[src/rtl/fp_classify_pkg.sv]
// Shared class encoding and helpers for the fp_classify_pipe slice.
// Class bit order follows RISC-V fclass.
package fp_classify_pkg;

   localparam int unsigned NUM_CLASSES = 10;

   typedef enum logic [3:0] {
      CLS_NEG_INF      = 4'd0,
      CLS_NEG_NORMAL   = 4'd1,
      CLS_NEG_DENORMAL = 4'd2,
      CLS_NEG_ZERO     = 4'd3,
      CLS_POS_ZERO     = 4'd4,
      CLS_POS_DENORMAL = 4'd5,
      CLS_POS_NORMAL   = 4'd6,
      CLS_POS_INF      = 4'd7,
      CLS_SNAN         = 4'd8,
      CLS_QNAN         = 4'd9
   } class_idx_e;

   typedef logic [NUM_CLASSES-1:0] class_vec_t;

   // Number of set bits across up to 16 lanes.
   function automatic logic [4:0] popcount(input logic [15:0] v);
      logic [4:0] n;
      n = '0;
      for (int unsigned i = 0; i < 16; i++) begin
         n = n + 5'(v[i]);
      end
      return n;
   endfunction

endpackage

[src/rtl/fp_classify_lane.sv]
// Combinational single-operand IEEE-754 classifier producing a one-hot
// fclass-ordered vector; daz folds denormals onto signed zero.
module fp_classify_lane
   import fp_classify_pkg::*;
#(
   parameter int unsigned EXP_W  = 5,
   parameter int unsigned MANT_W = 10
) (
   input  logic [EXP_W+MANT_W:0] op_i,
   input  logic                  daz_i,
   output class_vec_t            class_o
);

   logic              sign;
   logic [EXP_W-1:0]  expo;
   logic [MANT_W-1:0] mant;

   assign {sign, expo, mant} = op_i;

   always_comb begin
      class_o = '0;
      if (expo == '1) begin
         if (mant == '0)          class_o[sign ? CLS_NEG_INF : CLS_POS_INF] = 1'b1;
         else if (mant[MANT_W-1]) class_o[CLS_QNAN] = 1'b1;
         else                     class_o[CLS_SNAN] = 1'b1;
      end else if (expo == '0) begin
         if (mant == '0 || daz_i) class_o[sign ? CLS_NEG_ZERO : CLS_POS_ZERO] = 1'b1;
         else                     class_o[sign ? CLS_NEG_DENORMAL : CLS_POS_DENORMAL] = 1'b1;
      end else begin
         class_o[sign ? CLS_NEG_NORMAL : CLS_POS_NORMAL] = 1'b1;
      end
   end

endmodule

[src/rtl/fp_classify_pipe.sv]
// Two-stage valid/ready IEEE-754 classifier, LANES operands per beat.
// Define FP_CLASSIFY_STATS_EN to add saturating per-class counters.
module fp_classify_pipe
   import fp_classify_pkg::*;
#(
   parameter int unsigned EXP_W  = 5,
   parameter int unsigned MANT_W = 10,
   parameter int unsigned LANES  = 1
`ifdef FP_CLASSIFY_STATS_EN
   ,
   parameter int unsigned CNT_W  = 32
`endif
) (
   input  logic                                  clk,
   input  logic                                  rst,
   input  logic                                  daz,
   input  logic                                  in_valid,
   output logic                                  in_ready,
   input  logic [LANES*(1+EXP_W+MANT_W)-1:0]     in_data,
   output logic                                  out_valid,
   input  logic                                  out_ready,
   output logic [LANES*NUM_CLASSES-1:0]          out_class
`ifdef FP_CLASSIFY_STATS_EN
   ,
   input  logic                                  stats_clr,
   output logic [NUM_CLASSES*CNT_W-1:0]          stats_cnt
`endif
);

   localparam int unsigned W = 1 + EXP_W + MANT_W;

   logic                           s1_valid_q, s1_valid_d;
   logic [LANES*W-1:0]             s1_data_q, s1_data_d;
   logic                           s1_daz_q, s1_daz_d;
   logic                           out_valid_q, out_valid_d;
   logic [LANES*NUM_CLASSES-1:0]   out_class_q, out_class_d;
   logic [LANES*NUM_CLASSES-1:0]   lane_class;
   logic                           s2_ready;

   assign s2_ready  = !out_valid_q || out_ready;
   assign in_ready  = !s1_valid_q || s2_ready;
   assign out_valid = out_valid_q;
   assign out_class = out_class_q;

   for (genvar g = 0; g < LANES; g++) begin : g_lane
      fp_classify_lane #(
         .EXP_W  (EXP_W),
         .MANT_W (MANT_W)
      ) u_lane (
         .op_i    (s1_data_q[g*W +: W]),
         .daz_i   (s1_daz_q),
         .class_o (lane_class[g*NUM_CLASSES +: NUM_CLASSES])
      );
   end

   always_comb begin
      s1_valid_d  = s1_valid_q;
      s1_data_d   = s1_data_q;
      s1_daz_d    = s1_daz_q;
      out_valid_d = out_valid_q;
      out_class_d = out_class_q;
      if (in_ready) begin
         s1_valid_d = in_valid;
         if (in_valid) begin
            s1_data_d = in_data;
            s1_daz_d  = daz;
         end
      end
      if (s2_ready) begin
         out_valid_d = s1_valid_q;
         if (s1_valid_q) out_class_d = lane_class;
      end
   end

   always_ff @(posedge clk) begin
      if (rst) begin
         s1_valid_q  <= 1'b0;
         s1_data_q   <= '0;
         s1_daz_q    <= 1'b0;
         out_valid_q <= 1'b0;
         out_class_q <= '0;
      end else begin
         s1_valid_q  <= s1_valid_d;
         s1_data_q   <= s1_data_d;
         s1_daz_q    <= s1_daz_d;
         out_valid_q <= out_valid_d;
         out_class_q <= out_class_d;
      end
   end

`ifdef FP_CLASSIFY_STATS_EN
   logic [CNT_W-1:0] cnt_q [NUM_CLASSES];
   logic [CNT_W-1:0] cnt_d [NUM_CLASSES];
   logic [15:0]      hits;
   logic [CNT_W+4:0] sum;
   logic             fire;

   assign fire = out_valid_q && out_ready;

   // Widen before adding so a full beat of hits cannot wrap before saturation.
   always_comb begin
      hits = '0;
      sum  = '0;
      for (int unsigned k = 0; k < NUM_CLASSES; k++) begin
         hits = '0;
         for (int unsigned i = 0; i < LANES; i++) begin
            hits[i] = out_class_q[i*NUM_CLASSES + k];
         end
         sum = (CNT_W+5)'(cnt_q[k]) + (CNT_W+5)'(popcount(hits));
         if (stats_clr)                              cnt_d[k] = '0;
         else if (!fire)                             cnt_d[k] = cnt_q[k];
         else if (sum > {5'b0, {CNT_W{1'b1}}})       cnt_d[k] = '1;
         else                                        cnt_d[k] = sum[CNT_W-1:0];
      end
   end

   always_ff @(posedge clk) begin
      for (int unsigned k = 0; k < NUM_CLASSES; k++) begin
         if (rst) cnt_q[k] <= '0;
         else     cnt_q[k] <= cnt_d[k];
      end
   end

   always_comb begin
      stats_cnt = '0;
      for (int unsigned k = 0; k < NUM_CLASSES; k++) begin
         stats_cnt[k*CNT_W +: CNT_W] = cnt_q[k];
      end
   end
`endif

endmodule

[config.mk]
export PLATFORM = sky130hd
export DESIGN_NAME = fp_classify_pipe
export DESIGN_NICKNAME = d
export VERILOG_FILES = /design/src/rtl/fp_classify_pkg.sv /design/src/rtl/fp_classify_lane.sv /design/src/rtl/fp_classify_pipe.sv
export SDC_FILE = /design/constraint.sdc
export NUM_CORES = 1
export LEC_CHECK = 0
export ABC_AREA = 0
export BUFFER_PORTS_ARGS = -buffer_cell sky130_fd_sc_hd__buf_2
export CAP_MARGIN = 20
export CORE_ASPECT_RATIO = 0.6
export CORE_MARGIN = 10
export CORE_UTILIZATION = 25
export CTS_CLUSTER_DIAMETER = 80
export DETAILED_ROUTE_END_ITERATION = 7
export RECOVER_POWER = 100
export REMOVE_ABC_BUFFERS = 1
export SLEW_MARGIN = 10
export SYNTH_ARGS = -nofsm -noshare
export SYNTH_HDL_FRONTEND = slang
export SYNTH_HIERARCHICAL = 1
export SYNTH_SLANG_ARGS = --single-unit
[constraint.sdc]
create_clock -name clk -period 3.5 [get_ports clk]
set_input_delay 0.35 -clock clk [delete_from_list [all_inputs] [get_ports clk]]
set_output_delay 0.35 -clock clk [all_outputs]
set_load 0.01 [all_outputs]
==> results by group, run 1 <==
Routing
  • ANT nets after route: 0
  • Total iterations of the first detailed-routing run: 4
  • Final wirelength: 3240 um
  • DRC viols: 0
  • Avg Vias per Cell: 4.49
  • WL per Instance: 13.2 um
  • Initial DRC Count: 48
  • Via Count: 1104

Timing
  • Final period util: 0.584
  • Slew margin rel.: 0.257
  • Final hold violation count: 0
  • Final setup vio count: 0
  • Max Slew Vio Count: 0
  • Setup TNS: 0 ns
  • FMAX: 0.489 GHz
  • RSZ-0062 raised after global routing: no
  • Final Hold Slack: 0.319 ns
  • Post-layout min period: 2.04 ns
  • Worst-case clock skew: 0.00534 ns
  • Slew at the pin with the worst max-slew slack: 1.10 ns

Synth
  • Synth top area share: 0.426
  • Sequential area share after synthesis: 0.426
  • Mapped Area: 0.00136 sq mm
  • Yosys Warn Count: 6
  • Top cell type by total area after synthesis: dfxtp_1
  • Gate Count Post-Synth: 151
  • Synth cell types: 26
  • Flops & latches, synth: 29
  • Synth area leaders: dfxtp_1 (43%), nand2b_1 (16%), mux2i_1 (12%)
  • Syn avg cell area: 9.02 sq um

Global routing
  • Initial antenna violation count: 0
  • Vias in the first global route: 1109
  • GRT Resource Usage Total: 0.0742
  • Grt ovf: 0
  • First-pass GRT wire length: 5350 um
  • Largest net degree at the start of global routing: 47

Placed design
  • Dpl cells: 239
  • Post-DP HPWL: 2430 um
  • Routability cong.: 0.740
  • Port bufs: 32

Floorplan
  • Core Box Area: 0.00515 sq mm
  • Die width: 115 um
  • Initial cell density of the core: 0.264
  • Die Height: 77.2 um
  • Row Count: 20
  • Die area: 0.00890 sq mm
  • I/O pins: 33

Setup path
  • Max Fanout on Critical Path: 13
  • Worst setup EP type: flop
  • Worst Path Required: 3.70 ns
  • CP Class: flop to flop
  • Crit start category: flop
  • Critical Path AT: 2.24 ns

Job
  • Max cap viols: 0

Finish
  • Layout area overhead: 18.2%
  • Final design utilization: 0.312
  • Layout Nets: 201
  • Fin cells: 246
  • Share of layout cells above drive strength 1: 0.150
  • N_diodes: 0

CTS
  • CTS resizes: 0
  • Post-CTS setup buffers: 0
  • Root buf cell: clkbuf_8
  • CTS tree: built
  • Clock Latency Late Sink: 0.27 ns
  • Clock transition at the registers of the reported paths: 0.06 ns
  • Maximum clock insertion buffer count: 2
  • CTS H-tree depth: 2
  • Hold_buf cts: 0
  • CTS buffer count: 5
  • TritonCTS Sinks: 29

Power and ir drop
  • Pleak: 0.623 nW
  • Max IR drop VDD: 0.000146 V
  • Total Power: 709 uW
  • Pwr per Cell Area: 440 mW/mm^2

Worst hold path
  • Hold Crit Class: input pin to flop

Status
  • Status: finished clean
-- Yosys cell counts --
library cell and count:
nor2b_4 1, and4_1 1, buf_8 1, and3_1 2
o21ai_0 10, a21boi_2 1, nand3_1 11, and2_1 2
dfxtp_1 29, buf_6 1, nand4_1 1, nor4_1 3
nand2b_1 34, a31oi_1 1, nor2_1 2, clkbuf_1 4
a21oi_1 12, or2_0 1, mux2i_1 17, inv_1 2
nand2_1 1, nor3b_1 1, or2b_1 1, or4_1 1
nor3_1 6, buf_2 5
-- cells by family (layout without fill, tap and decap cells) --
group | after synthesis | count (layout) | synth area share
simple gates | 68 | 68 | 0.301
flops | 29 | 29 | 0.426
compound gates | 24 | 24 | 0.0937
mux | 17 | 17 | 0.125
buf+inv | 13 | 42 | 0.0542
-- sequential cells by signal, indices dropped and copies added, names as in the netlist --
signal	count
out_valid	1
out_class	10
s1_daz_q	1
s1_valid_q	1
s1_data_q	16
-- metrics by stage --
step / setup slack [ns] / instance area, sq um
4_1_cts: 1.94 / 1640
3_3_place_gp: 1.73 / 1540
3_5_place_dp: 1.96 / 1550
5_1_grt: 1.21 / 1610
2_1_floorplan: 1.98 / 1300
6_report: 1.46 / 1610
-- routing by layer --
metal	track usage	up-vias	wire length [um]
li1	-	576	-
met4	0.0259	0	32
met2	0.100	24	1270
met5	0	-	0
met1	0.0966	499	1750
met3	0.0389	5	187
-- final timing paths --
check	from	end	slack [ns]	cells after the start
hold reg to reg	out_class[9]$_SDFFE_PP0P_	out_class[9]$_SDFFE_PP0P_	0.47	2
setup / recovery	out_valid$_SDFFE_PP0P_	s1_daz_q$_SDFFE_PP0P_	1.46	4
hold / removal	in_valid	s1_valid_q$_SDFFE_PP0P_	0.32	3
setup reg to reg	out_valid$_SDFFE_PP0P_	s1_daz_q$_SDFFE_PP0P_	1.46	4
-- final cells by class --
class                      instances  area, sq um
fill                             557         3540
multi-input combinational        109          697
sequential                        29          581
timing repair buffer              33          156
clock buffer                       7         86.3
tap                               66         82.6
inverter                           2         7.51
-- layout by cell type (no fill, tap or decap) --
cell      count
and3_1        2
inv_1         2
a31oi_1       1
or2b_1        1
mux2i_1      17
nor2b_1       1
a21boi_0      1
nor2_1        2
or4_1         1
clkbuf_8      6
clkbuf_1     13
nand2_1       1
dfxtp_1      29
and4_1        1
nand3_1      11
buf_2        20
nor3b_1       1
buf_6         1
nor3_1        6
nand2b_1     34
nor4_1        3
nand4_1       1
o21ai_0      10
or2_0         1
and2_1        2
a21oi_1      12
-- power by group --
part / switching (mW) / leakage (nW) / total [mW] / internal, mW
logic: 0.0429 / 0.341 / 0.0817 / 0.0389
clock network: 0.113 / 0.0443 / 0.268 / 0.155
registers: 0.0128 / 0.238 / 0.359 / 0.346
total: 0.168 / 0.623 / 0.709 / 0.541
-- critical path: stages (launching register included) --
cell	delay, ns
dfxtp_1	0.31
nor2b_1	0.24
a21boi_0	0.91
buf_6	0.30
mux2i_1	0.21
Note: power is estimated with default switching activity, not from simulation.
==> run 2, diff against run 1 <==
clock period = 1.75 ns   (was 3.5 ns; I/O delays follow)
==> results by group, run 2 (same netlist as run 1, synthesis figures left out) <==
Status
  • Status: finished clean

Finish
  • Area of the multi-input gates: 704 sq um (+1.1%)
  • Share of layout cells above drive strength 1: 0.164 (+0.0139)
  • Max FFs per register: 16 (unchanged)
  • FILL cells: 558 (+0.18%)
  • Largest register by flop count: s1_data_q
  • Reg area: 581 sq um (unchanged)
  • Final design utilization: 0.321 (+0.00825)
  • Layout area overhead: 21.3%
  • N_diodes: 0 (unchanged)
  • Most frequent cells in the layout: nand2b_1 (34), dfxtp_1 (29), buf_2 (20), mux2i_1 (17), clkbuf_1 (14)
  • Layout Nets: 203 (+1.0%)
  • Commonest non-fill, non-tap cell in the layout: nand2b_1

Timing
  • RSZ-0062 raised after global routing: no
  • Worst-case clock skew: 0.00854 ns (+0.00320 ns)
  • Final period util: 0.872 (+0.289)
  • Max Slew Vio Count: 0 (unchanged)
  • FMAX: 0.655 GHz (+34%)
  • Setup TNS: 0 ns (unchanged)
  • Slew at the pin with the worst max-slew slack: 0.597 ns (-0.507 ns)
  • Final hold violation count: 0 (unchanged)
  • Slew margin rel.: 0.602 (+0.345)
  • Final setup vio count: 0 (unchanged)
  • Post-layout min period: 1.53 ns (-0.517 ns)

Job
  • Max cap viols: 0 (unchanged)

Routing
  • WL per Instance: 13.3 um (+1.1%)
  • ANT nets after route: 0 (unchanged)
  • Avg Vias per Cell: 4.48 (-0.13%)
  • DRC viols: 0 (unchanged)
  • Final wirelength: 3310 um (+2.4%)
  • Via Count: 1116 (+1.1%)
  • Initial DRC Count: 72 (+50%)
  • Total iterations of the first detailed-routing run: 4 (unchanged)

Placed design
  • Port bufs: 32 (unchanged)
  • Routability cong.: 0.685 (-7.5%)
  • Post-DP HPWL: 2490 um (+2.6%)

Setup path
  • Worst-case reg-to-reg path depth: 4 (unchanged)
  • Slowest cell on the critical path: clkbuf_2
  • R2r setup slk: 0.22 ns (-1.23 ns)
  • Worst path buffer plus inverter count: 1 (unchanged)
  • Reg2Reg Launch Point: out_valid$_SDFFE_PP0P_
  • Crit start category: flop
  • Critical Path AT: 1.67 ns (-0.57 ns)
  • Max Fanout on Critical Path: 17 (+4)
  • Capture point of the worst reg-to-reg path: s1_data_q[1]$_SDFFE_PP0P_
  • CP Class: flop to flop
  • CP top delay family: buffers and inverters
  • Worst setup EP type: flop
  • Worst Path Required: 1.89 ns (-1.81 ns)
  • Critical path cell sequence: nor2b_4 > a21boi_0 > clkbuf_2 > mux2i_1
  • Slowest cell delay on critical path: 0.37 ns (-0.54 ns)

Power and ir drop
  • Net Switching: 372 uW (+120%)
  • Pleak: 0.642 nW (+3.1%)
  • Total Power: 1.61 mW (+130%)
  • Clock share of power: 0.449 (+0.071)
  • Pwr per Cell Area: 973 mW/mm^2 (+120%)
  • Switch share: 0.231 (-0.00632)
  • Register share of total power: 0.445 (-0.062)
  • Internal power: 1.24 mW (+130%)
  • Max IR drop VDD: 0.000257 V (+76%)
  • Combinational Power Share: 0.106 (-0.009)

Global routing
  • Largest net degree at the start of global routing: 47 (unchanged)
  • Vias in the first global route: 1067 (-3.8%)
  • GRT Resource Usage Total: 0.0751 (+0.000904)
  • Grt ovf: 0 (unchanged)
  • Initial antenna violation count: 0 (unchanged)
  • First-pass GRT wire length: 5390 um (+0.77%)

CTS
  • CTS tree: built
  • TritonCTS Sinks: 29 (unchanged)
  • Root buf cell: clkbuf_8
  • Clock Latency Late Sink: 0.28 ns (about the same)
  • CTS resizes: 0 (unchanged)
  • Hold_buf cts: 0 (unchanged)
  • Maximum clock insertion buffer count: 2 (unchanged)
  • Clock transition at the registers of the reported paths: 0.06 ns (about the same)
  • Post-CTS setup buffers: 0 (unchanged)
  • CTS buffer count: 5 (unchanged)
  • CTS H-tree depth: 2 (unchanged)

Worst hold path
  • Hold Crit Endpoint: s1_valid_q$_SDFFE_PP0P_
  • Hold Crit Class: input pin to flop
  • Hold path cells: 3 (unchanged)
  • Hold_sp: in_valid

Floorplan
  • Core Box Area: 0.00515 sq mm (unchanged)
  • Initial cell density of the core: 0.264 (unchanged)
  • Die width: 115 um (unchanged)
  • I/O pins: 33 (unchanged)
  • Die area: 0.00890 sq mm (unchanged)
  • Die Height: 77.2 um (unchanged)
  • Row Count: 20 (unchanged)
[run 2: cell count changes in the layout (fill, tap and decap cells not counted)]
cell and change:
clkbuf_2 +1, buf_4 +1, bufinv_16 +1, clkbuf_1 +1, and2_1 -1, buf_6 -1
and2_0 +1, nor2b_4 +1, nor2b_1 -1
[run 2: worst max-delay path by stage]
| stage | startpoint | to | slack (ns) | cells past startpoint |
|---|---|---|---|---|
| 6_report | out_valid$_SDFFE_PP0P_ | s1_data_q[1]$_SDFFE_PP0P_ | 0.22 | 4 |
| 5_1_grt | out_valid$_SDFFE_PP0P_ | s1_data_q[8]$_SDFFE_PP0P_ | 0.11 | 4 |
| 4_1_cts | s1_data_q[13]$_SDFFE_PP0P_ | out_class[4]$_SDFFE_PP0P_ | 0.24 | 5 |
| 3_5_place_dp | s1_data_q[13]$_SDFFE_PP0P_ | out_class[4]$_SDFFE_PP0P_ | 0.27 | 5 |
| 3_3_place_gp | s1_data_q[13]$_SDFFE_PP0P_ | out_class[4]$_SDFFE_PP0P_ | 0.22 | 5 |
| 2_1_floorplan | out_valid$_SDFFE_PP0P_ | s1_data_q[0]$_SDFFE_PP0P_ | 0.23 | 3 |
[run 2: through the flow]
step                instance area (sq um)  setup WS [ns]  instances  hold slack [ns]
global route                         1650          0.113        249            0.128
detailed placement                   1560          0.268        241            0.411
CTS                                  1680          0.244        249            0.119
global placement                     1560          0.225        241            0.401
finish                               1650          0.223        249            0.124
floorplan                            1300          0.228        140            0.244
[run 2: power groups by stage]
stage | clock network, mW | registers (mW) | logic [mW]
after floorplan | 0 | 0.729 | 0.102
after detailed placement | 0 | 0.729 | 0.175
final | 0.723 | 0.715 | 0.170
after global placement | 0 | 0.728 | 0.174
after CTS | 0.744 | 0.715 | 0.176
after global routing | 0.774 | 0.719 | 0.190
[run 2: worst reg2reg max path: stages (launching register included)]
cell and delay, ns:
dfxtp_1 0.34, nor2b_4 0.31, a21boi_0 0.14, clkbuf_2 0.37, mux2i_1 0.23
[run 2: cell type report]
type,count,share of cell area
multi-input cells,109,0.426
flip-flops and latches,29,0.351
repair buffers,35,0.0977
clock buffers,7,0.0522
well taps,66,0.0500
clock inverters,1,0.0182
inverters,2,0.00454
[run 2: metal layers]
layer	GRT usage	share of wire	vias up
met5	0	0	-
li1	-	-	583
met2	0.0947	0.36	26
met4	0.0259	0.0088	0
met1	0.100	0.55	502
met3	0.0443	0.080	5
